## config.mk

```make
export PLATFORM = sky130hd
export DESIGN_NAME = lcd_host_seq
export DESIGN_NICKNAME = d
export VERILOG_FILES = /design/src/rtl/lcd_host_seq.sv
export SDC_FILE = /design/constraint.sdc
export NUM_CORES = 1
export LEC_CHECK = 0
export ABC_AREA = 0
export BUFFER_PORTS_ARGS = -buffer_cell sky130_fd_sc_hd__buf_4
export CAP_MARGIN = 20
export CORE_MARGIN = 2
export CORE_UTILIZATION = 40
export CTS_CLUSTER_SIZE = 16
export DETAILED_ROUTE_END_ITERATION = 10
export PLACE_DENSITY = 0.59
export SLEW_MARGIN = 20
export SYNTH_ARGS = -nofsm -noshare
export SYNTH_HDL_FRONTEND = slang
export SYNTH_SLANG_ARGS = --single-unit
```

## constraint.sdc

```tcl
create_clock -name clk -period 3.4 [get_ports clk]
set_input_delay 0.17 -clock clk [delete_from_list [all_inputs] [get_ports clk]]
set_output_delay 0.17 -clock clk [all_outputs]
set_load 0.1 [all_outputs]
```

## src/rtl/lcd_host_seq.sv

```systemverilog
// Host-side sequencer for the LCD image controller: runs a command script, streams
// the 12x9 image for load commands and checks each 16-pixel output burst.
module lcd_host_seq #(
    parameter int         CMD_AW   = 5,
    parameter int         TIMEOUT  = 1023,
    parameter logic [3:0] END_CODE = 4'hF
) (
    input  logic              clk,
    input  logic              reset,
    input  logic              i_start,
    output logic [CMD_AW-1:0] o_cmd_addr,
    input  logic [3:0]        i_cmd_rdata,
    output logic [6:0]        o_img_addr,
    input  logic [7:0]        i_img_rdata,
    output logic [3:0]        o_lcd_cmd,
    output logic              o_lcd_cmd_valid,
    output logic [7:0]        o_lcd_datain,
    input  logic              i_lcd_busy,
    input  logic              i_lcd_output_valid,
    output logic              o_running,
    output logic              o_done,
    output logic              o_err,
    output logic [CMD_AW:0]   o_cmd_count
);

    localparam int              TW        = $clog2(TIMEOUT + 1);
    localparam logic [TW-1:0]   TMO_LAST  = TW'(TIMEOUT - 1);
    localparam logic [6:0]      LAST_PIX  = 7'd107;
    localparam logic [4:0]      OUT_EXP   = 5'd16;
    localparam logic [4:0]      OUT_MAX   = 5'd31;
    localparam logic [CMD_AW-1:0] LAST_ADDR = {CMD_AW{1'b1}};
    localparam logic [CMD_AW:0] CNT_MAX   = {1'b1, {CMD_AW{1'b0}}};

    typedef enum logic [2:0] {
        S_IDLE   = 3'd0,
        S_FETCH  = 3'd1,
        S_DECODE = 3'd2,
        S_ISSUE  = 3'd3,
        S_LOAD   = 3'd4,
        S_WAIT   = 3'd5,
        S_DONE   = 3'd6
    } state_t;

    state_t            r_state;
    state_t            w_next;
    logic [CMD_AW-1:0] r_cmd_addr;
    logic [6:0]        r_img_addr;
    logic [6:0]        r_pix;
    logic [3:0]        r_lcd_cmd;
    logic              r_lcd_valid;
    logic [7:0]        r_datain;
    logic              r_running;
    logic              r_done;
    logic              r_err;
    logic [CMD_AW:0]   r_cmd_count;
    logic [4:0]        r_out_cnt;
    logic [TW-1:0]     r_tmo;
    logic              r_wait_first;

    logic w_is_end, w_illegal, w_last;
    logic w_start_acc, w_wait_done, w_timeout, w_advance, w_set_err;

    assign w_is_end  = (i_cmd_rdata == END_CODE);
    assign w_illegal = !w_is_end && (i_cmd_rdata >= 4'd9) && (i_cmd_rdata <= 4'd14);
    assign w_last    = (r_cmd_addr == LAST_ADDR);

    always_ff @(posedge clk or posedge reset) begin
        if (reset) begin
            r_state <= S_IDLE;
        end else begin
            r_state <= w_next;
        end
    end

    always_comb begin
        w_next = r_state;
        case (r_state)
            S_IDLE:   w_next = i_start ? S_FETCH : S_IDLE;
            S_FETCH:  w_next = S_DECODE;
            S_DECODE: begin
                if (w_is_end) begin
                    w_next = S_DONE;
                end else if (w_illegal) begin
                    w_next = w_last ? S_DONE : S_FETCH;
                end else if (!i_lcd_busy) begin
                    w_next = S_ISSUE;
                end else begin
                    w_next = S_DECODE;
                end
            end
            S_ISSUE:  w_next = (r_lcd_cmd == 4'd0) ? S_LOAD : S_WAIT;
            S_LOAD:   w_next = (r_pix == LAST_PIX) ? S_WAIT : S_LOAD;
            S_WAIT: begin
                if (w_wait_done) begin
                    w_next = w_last ? S_DONE : S_FETCH;
                end else if (w_timeout) begin
                    w_next = S_DONE;
                end else begin
                    w_next = S_WAIT;
                end
            end
            S_DONE:   w_next = S_IDLE;
            default:  w_next = S_IDLE;
        endcase
    end

    // Per-state strobes; the burst check ignores busy on the first WAIT cycle.
    always_comb begin
        w_start_acc = 1'b0;
        w_wait_done = 1'b0;
        w_timeout   = 1'b0;
        w_advance   = 1'b0;
        w_set_err   = 1'b0;
        case (r_state)
            S_IDLE:   w_start_acc = i_start;
            S_DECODE: begin
                if (w_illegal) begin
                    w_advance = 1'b1;
                    w_set_err = 1'b1;
                end else begin
                    w_advance = 1'b0;
                end
            end
            S_WAIT: begin
                if (!r_wait_first && !i_lcd_busy) begin
                    w_wait_done = 1'b1;
                    w_advance   = 1'b1;
                    w_set_err   = (r_out_cnt != OUT_EXP);
                end else if (r_tmo == TMO_LAST) begin
                    w_timeout = 1'b1;
                    w_set_err = 1'b1;
                end else begin
                    w_timeout = 1'b0;
                end
            end
            default:  w_start_acc = 1'b0;
        endcase
    end

    always_ff @(posedge clk or posedge reset) begin
        if (reset) begin
            r_cmd_addr   <= '0;
            r_img_addr   <= 7'd0;
            r_pix        <= 7'd0;
            r_lcd_cmd    <= 4'd0;
            r_lcd_valid  <= 1'b0;
            r_datain     <= 8'd0;
            r_running    <= 1'b0;
            r_done       <= 1'b0;
            r_err        <= 1'b0;
            r_cmd_count  <= '0;
            r_out_cnt    <= 5'd0;
            r_tmo        <= '0;
            r_wait_first <= 1'b0;
        end else begin
            r_lcd_valid  <= (w_next == S_ISSUE);
            r_done       <= (w_next == S_DONE);
            r_wait_first <= (w_next == S_WAIT) && (r_state != S_WAIT);
            if (w_start_acc) begin
                r_err       <= 1'b0;
                r_cmd_count <= '0;
                r_cmd_addr  <= '0;
                r_running   <= 1'b1;
            end else begin
                if (w_set_err) r_err <= 1'b1;
                if (w_advance && !w_last) r_cmd_addr <= r_cmd_addr + 1'b1;
                if (w_next == S_DONE) r_running <= 1'b0;
            end
            if ((r_state == S_DECODE) && (w_next == S_ISSUE)) begin
                r_lcd_cmd  <= i_cmd_rdata;
                r_img_addr <= 7'd0;
            end
            // Image address leads the pixel on lcd_datain by one cycle of memory latency.
            case (r_state)
                S_ISSUE: begin
                    if (r_cmd_count != CNT_MAX) r_cmd_count <= r_cmd_count + 1'b1;
                    if (r_lcd_cmd == 4'd0) r_img_addr <= 7'd1;
                    r_out_cnt <= {4'd0, i_lcd_output_valid};
                    r_tmo     <= TW'(1);
                    r_pix     <= 7'd0;
                end
                S_LOAD: begin
                    if (r_img_addr != LAST_PIX) r_img_addr <= r_img_addr + 7'd1;
                    r_pix    <= r_pix + 7'd1;
                    r_datain <= i_img_rdata;
                    r_tmo    <= r_tmo + TW'(1);
                    if (i_lcd_output_valid && (r_out_cnt != OUT_MAX)) r_out_cnt <= r_out_cnt + 5'd1;
                end
                S_WAIT: begin
                    r_tmo <= r_tmo + TW'(1);
                    if (i_lcd_output_valid && (r_out_cnt != OUT_MAX)) r_out_cnt <= r_out_cnt + 5'd1;
                end
                default: r_tmo <= r_tmo;
            endcase
        end
    end

    assign o_cmd_addr      = r_cmd_addr;
    assign o_img_addr      = r_img_addr;
    assign o_lcd_cmd       = r_lcd_cmd;
    assign o_lcd_cmd_valid = r_lcd_valid;
    assign o_lcd_datain    = (r_state == S_LOAD) ? i_img_rdata : r_datain;
    assign o_running       = r_running;
    assign o_done          = r_done;
    assign o_err           = r_err;
    assign o_cmd_count     = r_cmd_count;

endmodule
```

======== Word level (Yosys, flattened, before mapping) ========
Index checks and enable logic that the tools add are counted.
cells by class
  equality and inequality tests ........... 18
  reductions and logical operators ........ 20
  add/subtract/negate cells ............... 6
  $lt $le $gt $ge ......................... 2
  mux-type cells .......................... 38
operator list
  operator                                                                number
  7-bit case mux with 2 select lines                                      2
  7-bit two-way mux                                                       3
  10-bit case mux with 2 select lines                                     1
  6-bit two-way mux                                                       3
  3-bit case mux with 6 select lines                                      1
  1-bit two-way mux                                                       16
  5-bit two-way mux                                                       3
  7-bit by 1-bit adder with 7-bit output (second input constant)          2
  3-bit equality test (second input constant)                             4
  3-bit two-way mux                                                       4
  10-bit by 1-bit adder with 10-bit output (second input constant)        1
  5-bit by 1-bit adder with 5-bit output (second input constant)          2
  10-bit equality test (second input constant)                            1
  5-bit inequality test (second input constant)                           2
  5-bit case mux with 2 select lines                                      1
  2-bit nonzero test                                                      5
  3-bit by 2-bit equality test with 1-bit output (second input constant)  3
  8-bit two-way mux                                                       1
  7-bit equality test (second input constant)                             1
  1-bit logical AND                                                       7
  7-bit inequality test (second input constant)                           1
  6-bit by 1-bit adder with 6-bit output (second input constant)          1
  6-bit inequality test (second input constant)                           1
  5-bit equality test (second input constant)                             1
  other kinds (13)                                                        17
storage, ports and cells
  word-level logic and storage cells ...... 98
  bits of input ports ..................... 17
  register bits after elaboration ......... 60
  output and inout port bits .............. 34

======== Depth between registers and ports, before layout ========
  word-level depth ........................ 12
  gate-level depth with buffers ........... 9
  gate-level depth less buffers ........... 8

======== Worst setup path after synthesis ========
Ideal clock, no wire load.
  path kind ............................... register to register
  from .................................... register r_cmd_addr[0] (netlist: o_cmd_addr[0])
  to ...................................... register r_lcd_cmd[0] (netlist: o_lcd_cmd[0])
  buffers on the path ..................... 1
  data required time ...................... 3.274 ns
  cell stages (with the launch flop) ...... 10
  clock period less this slack ............ 3.093 ns
  data arrival time ....................... 2.967 ns
  library setup time ...................... 0.126 ns
  path slack .............................. 0.307 ns
  cell sequence ........................... dfrtp_1 -> ha_1 -> and3_1 -> ha_1 -> or3b_2 -> o311ai_0 -> a31o_2 -> o21a_2 -> buf_6 -> mux2_4
on the way
  longest elaborated chain between the ends .. 7
  elaborated cells on any way between the ends .. 8
  classes of those cells .................. 2 x eq/ne; 5 x mux; 1 x reduce/logical
ends and longest elaborated chain
  item                                              line    source
  from (decl)                                       46      logic [CMD_AW-1:0] r_cmd_addr;
  from (signal assigned)                            166     if (w_advance && !w_last) r_cmd_addr <= r_cmd_addr + 1'b1;
  5-bit equality test *                             65      assign w_last = (r_cmd_addr == LAST_ADDR);
  3-bit two-way mux *                               84, 95
  3-bit two-way mux                                 83      end else if (w_illegal) begin
  3-bit two-way mux                                 81      if (w_is_end) begin
  3-bit case mux with 6 select lines *              77      case (r_state)
  net w_next[1]                                     45      state_t w_next;
  3-bit by 2-bit equality test with 1-bit output *  169     if ((r_state == S_DECODE) && (w_next == S_ISSUE)) begin
  1-bit logical AND *                               169
  to (signal assigned)                              170     r_lcd_cmd <= i_cmd_rdata;
  to (decl)                                         49      logic [3:0] r_lcd_cmd;
The timed path passes the listed nets; every way through them passes the cells marked *.
A chain may end at the register's enable or synchronous reset.

======== Worst setup path after layout ========
  from .................................... register r_cmd_addr[0] (netlist: o_cmd_addr[0])
  to ...................................... register r_lcd_cmd[1] (netlist: o_lcd_cmd[1])
The elaborated chain is that of the path after synthesis.

==> impl_metrics.yaml <==
timing:
  finalMaxSlewViolations: 0
  fmax_mhz: 380
  finalHoldViolations: 0
  maxSlewHeadroom_pct: 42.9
  finClkSkew_ns: 0.00835
  rsz0062_at_grt: "no"
  whs_ns: 0.00223
  tightest_slew_ns: 0.857
  post-route-period-util_pct: 77.4
  final.setup.tns_ns: 0
  worst_slack_ns: 0.768
  setup_viol_count_final: 0
  post-route-min-period_ns: 2.63
detailed_routing:
  routed_wl_um: 6880
  drtPass1Iterations: 4
  routed_via_density: 5.22
  vias: 2560
  drtIter0Drc: 160
  wl_per_cell_um: 14.0
  ant_nets: 0
  drc: 0
synthesis:
  synthMuxAreaShare_pct: 3.99
  async_reset_ff_share_pct: 100
  yosysMostFrequentCell: "nand2_1"
  yosysUniqueCellTypes: 49
  avgSynthCellArea_um2: 9.27
  ys_top_cells_by_area: "dfrtp_1 49%, nand2_1 7.6%, o21ai_0 5.0%"
  synth-edff-count: 0
  synth_compound_area_share_pct: 12.9
  synthTopCellsByCount: "62 x nand2_1, 60 x dfrtp_1, 31 x o21ai_0"
  synthAdderAreaFrac_pct: 4.47
  synthCells: 332
  syn_nets: 360
  yosys.area.top_type_share_pct: 48.8
  synth-xor-area-share_pct: 1.71
  synth_flop_cell: "dfrtp_1"
  ys_ff_latch: 60
  yosys.area_share.simple_pct: 24.6
  synth-seq-area-share_pct: 48.8
  synth_top_family_by_area: "simple AND/OR/NAND/NOR gates"
  netlist.top_cell.by_area: "dfrtp_1"
  netlist_area_mm2: 0.00308
  yosysWarnings: 0
cells_and_area:
  fin_nets: 415
  finish.utilization_pct: 50.6
  area_growth_pct: 21.3
  final_layout_size_suffix_gt1_share_pct: 21.7
  nFillCells: 704
  n_antenna_cell: 0
die:
  die_w_um: 91.7
  rows: 31
  die_h_um: 91.7
  pin_count: 51
  dieArea_mm2: 0.00841
  design.core.area_mm2: 0.00737
  start_util_pct: 41.7
clocking:
  h-tree-depth: 3
  post_cts_resized: 0
  clkLatencyLatePin_ns: 0.34
  cts-buffers-inserted: 9
  cts_hold_buf: 0
  cts-root-buf: "clkbuf_8"
  path_clk_slew_ns: 0.06
  cts.sinks: 60
  cts_tree: "built"
  clk_path_buf_depth: 2
  cts_setup_buffers: 0
pwr:
  peakVddDrop_mv: 0.594
  power_density_mw_per_mm2: 1020
  p_leak_nw: 1.74
global_routing:
  grt_pass1_wl_um: 12000
  gr-total-overflow: 0
  grt_max_degree: 40
  grt_usage_pct: 17.9
  grt_antenna_before_repair: 0
  grt_pass1_vias: 2525
setup_path:
  start_kind: "flop"
  crit_path_end_kind: "flop"
  crit_type: "reg2reg"
  cp.arrival_ns: 2.86
  crit_path_max_fanout: 12
  required_ns: 3.63
placed_design:
  place.gp.congestion: 0.750
  hpwl_um: 4830
  portBuffers: 50
  place_ws_ns: 0.784
min_path:
  hp-class: "in2async"
run:
  cap_violations: 0
outcome:
  outcome: "complete, no violations"
==> kinds of logic (layout without fill, tap and decap cells) <==
kind of cell | count (synthesis) | count (layout)
simple gates | 155 | 155
compound gates | 65 | 65
mux | 11 | 11
buf+inv | 24 | 83
fa+ha+maj | 11 | 11
xor+xnor | 6 | 6
flops | 60 | 60
==> worst paths after layout <==
path,end,depth (start not counted),slack (ns),startpoint
max,o_lcd_cmd[1],8,0.77,o_cmd_addr[0]
min,o_img_addr[0],2,0.002,reset
min reg2reg,r_datain[2],2,0.47,r_datain[2]
max reg2reg,o_lcd_cmd[1],8,0.77,o_cmd_addr[0]
max in group asynchronous,r_tmo[9],3,2.61,reset
min in group clk,r_datain[2],3,0.04,i_img_rdata[2]
==> stage by stage <==
step / total power [mW] / cells / area [um2]
after global placement: 3.24 / 475 / 3560
after CTS: 3.84 / 490 / 3730
after global routing: 4.03 / 490 / 3730
after detailed placement: 3.27 / 475 / 3560
after floorplan: 2.81 / 332 / 3080
final: 3.81 / 490 / 3730
==> state kept, by name (all words and copies together) (netlist names), 3 cells and up <==
| register | count |
|---|---|
| r_state | 3 |
| r_tmo | 10 |
| o_img_addr | 7 |
| r_out_cnt | 5 |
| o_cmd_addr | 5 |
| o_lcd_cmd | 4 |
| o_cmd_count | 6 |
| r_pix | 7 |
| r_datain | 8 |
==> worst max-delay path: stages, from the launching register on <==
cell      delay (ns)
dfrtp_1         0.40
ha_1            0.20
and3_1          0.16
ha_1            0.25
or3b_2          0.48
o311ai_0        0.12
a31o_2          0.23
o21a_2          0.30
mux2_2          0.37
==> where the power goes <==
part / leakage, nW / internal (mW) / switching [mW] / total [mW]
clock: 0.0893 / 0.298 / 0.268 / 0.566
sequential: 0.791 / 0.926 / 0.229 / 1.16
combinational: 0.860 / 0.483 / 1.60 / 2.09
==> cells in the final DEF, fill, tap and decap left out, drive strengths merged, types with 4 or more instances in the layout <==
cell type,instances
a21oi,9
a31oi,5
and3,5
buf,56
clkbuf,13
dfrtp,60
ha,11
inv,12
mux2,4
mux2i,7
nand2,62
nand2b,4
nand3,19
nand4,11
nor2,24
nor3,6
o211ai,6
o21ai,31
==> layout make-up <==
type | count | area, um2 | area share, %
repair buffers | 56 | 420 | 11.3
well taps | 99 | 124 | 3.32
flip-flops and latches | 60 | 1500 | 40.2
clock inverters | 2 | 10.0 | 0.268
clock buffers | 13 | 159 | 4.26
inverters | 12 | 45.0 | 1.21
multi-input cells | 248 | 1470 | 39.4
==> metal layers <==
layer / vias up / wire, um / GRT usage [%]
met5: - / 0 / 0
met4: 0 / 114 / 7.34
met3: 11 / 322 / 5.09
met2: 44 / 3260 / 28.1
met1: 1219 / 3190 / 23.2
li1: 1286 / - / -
No activity file was read; power rests on OpenSTA's default activity.
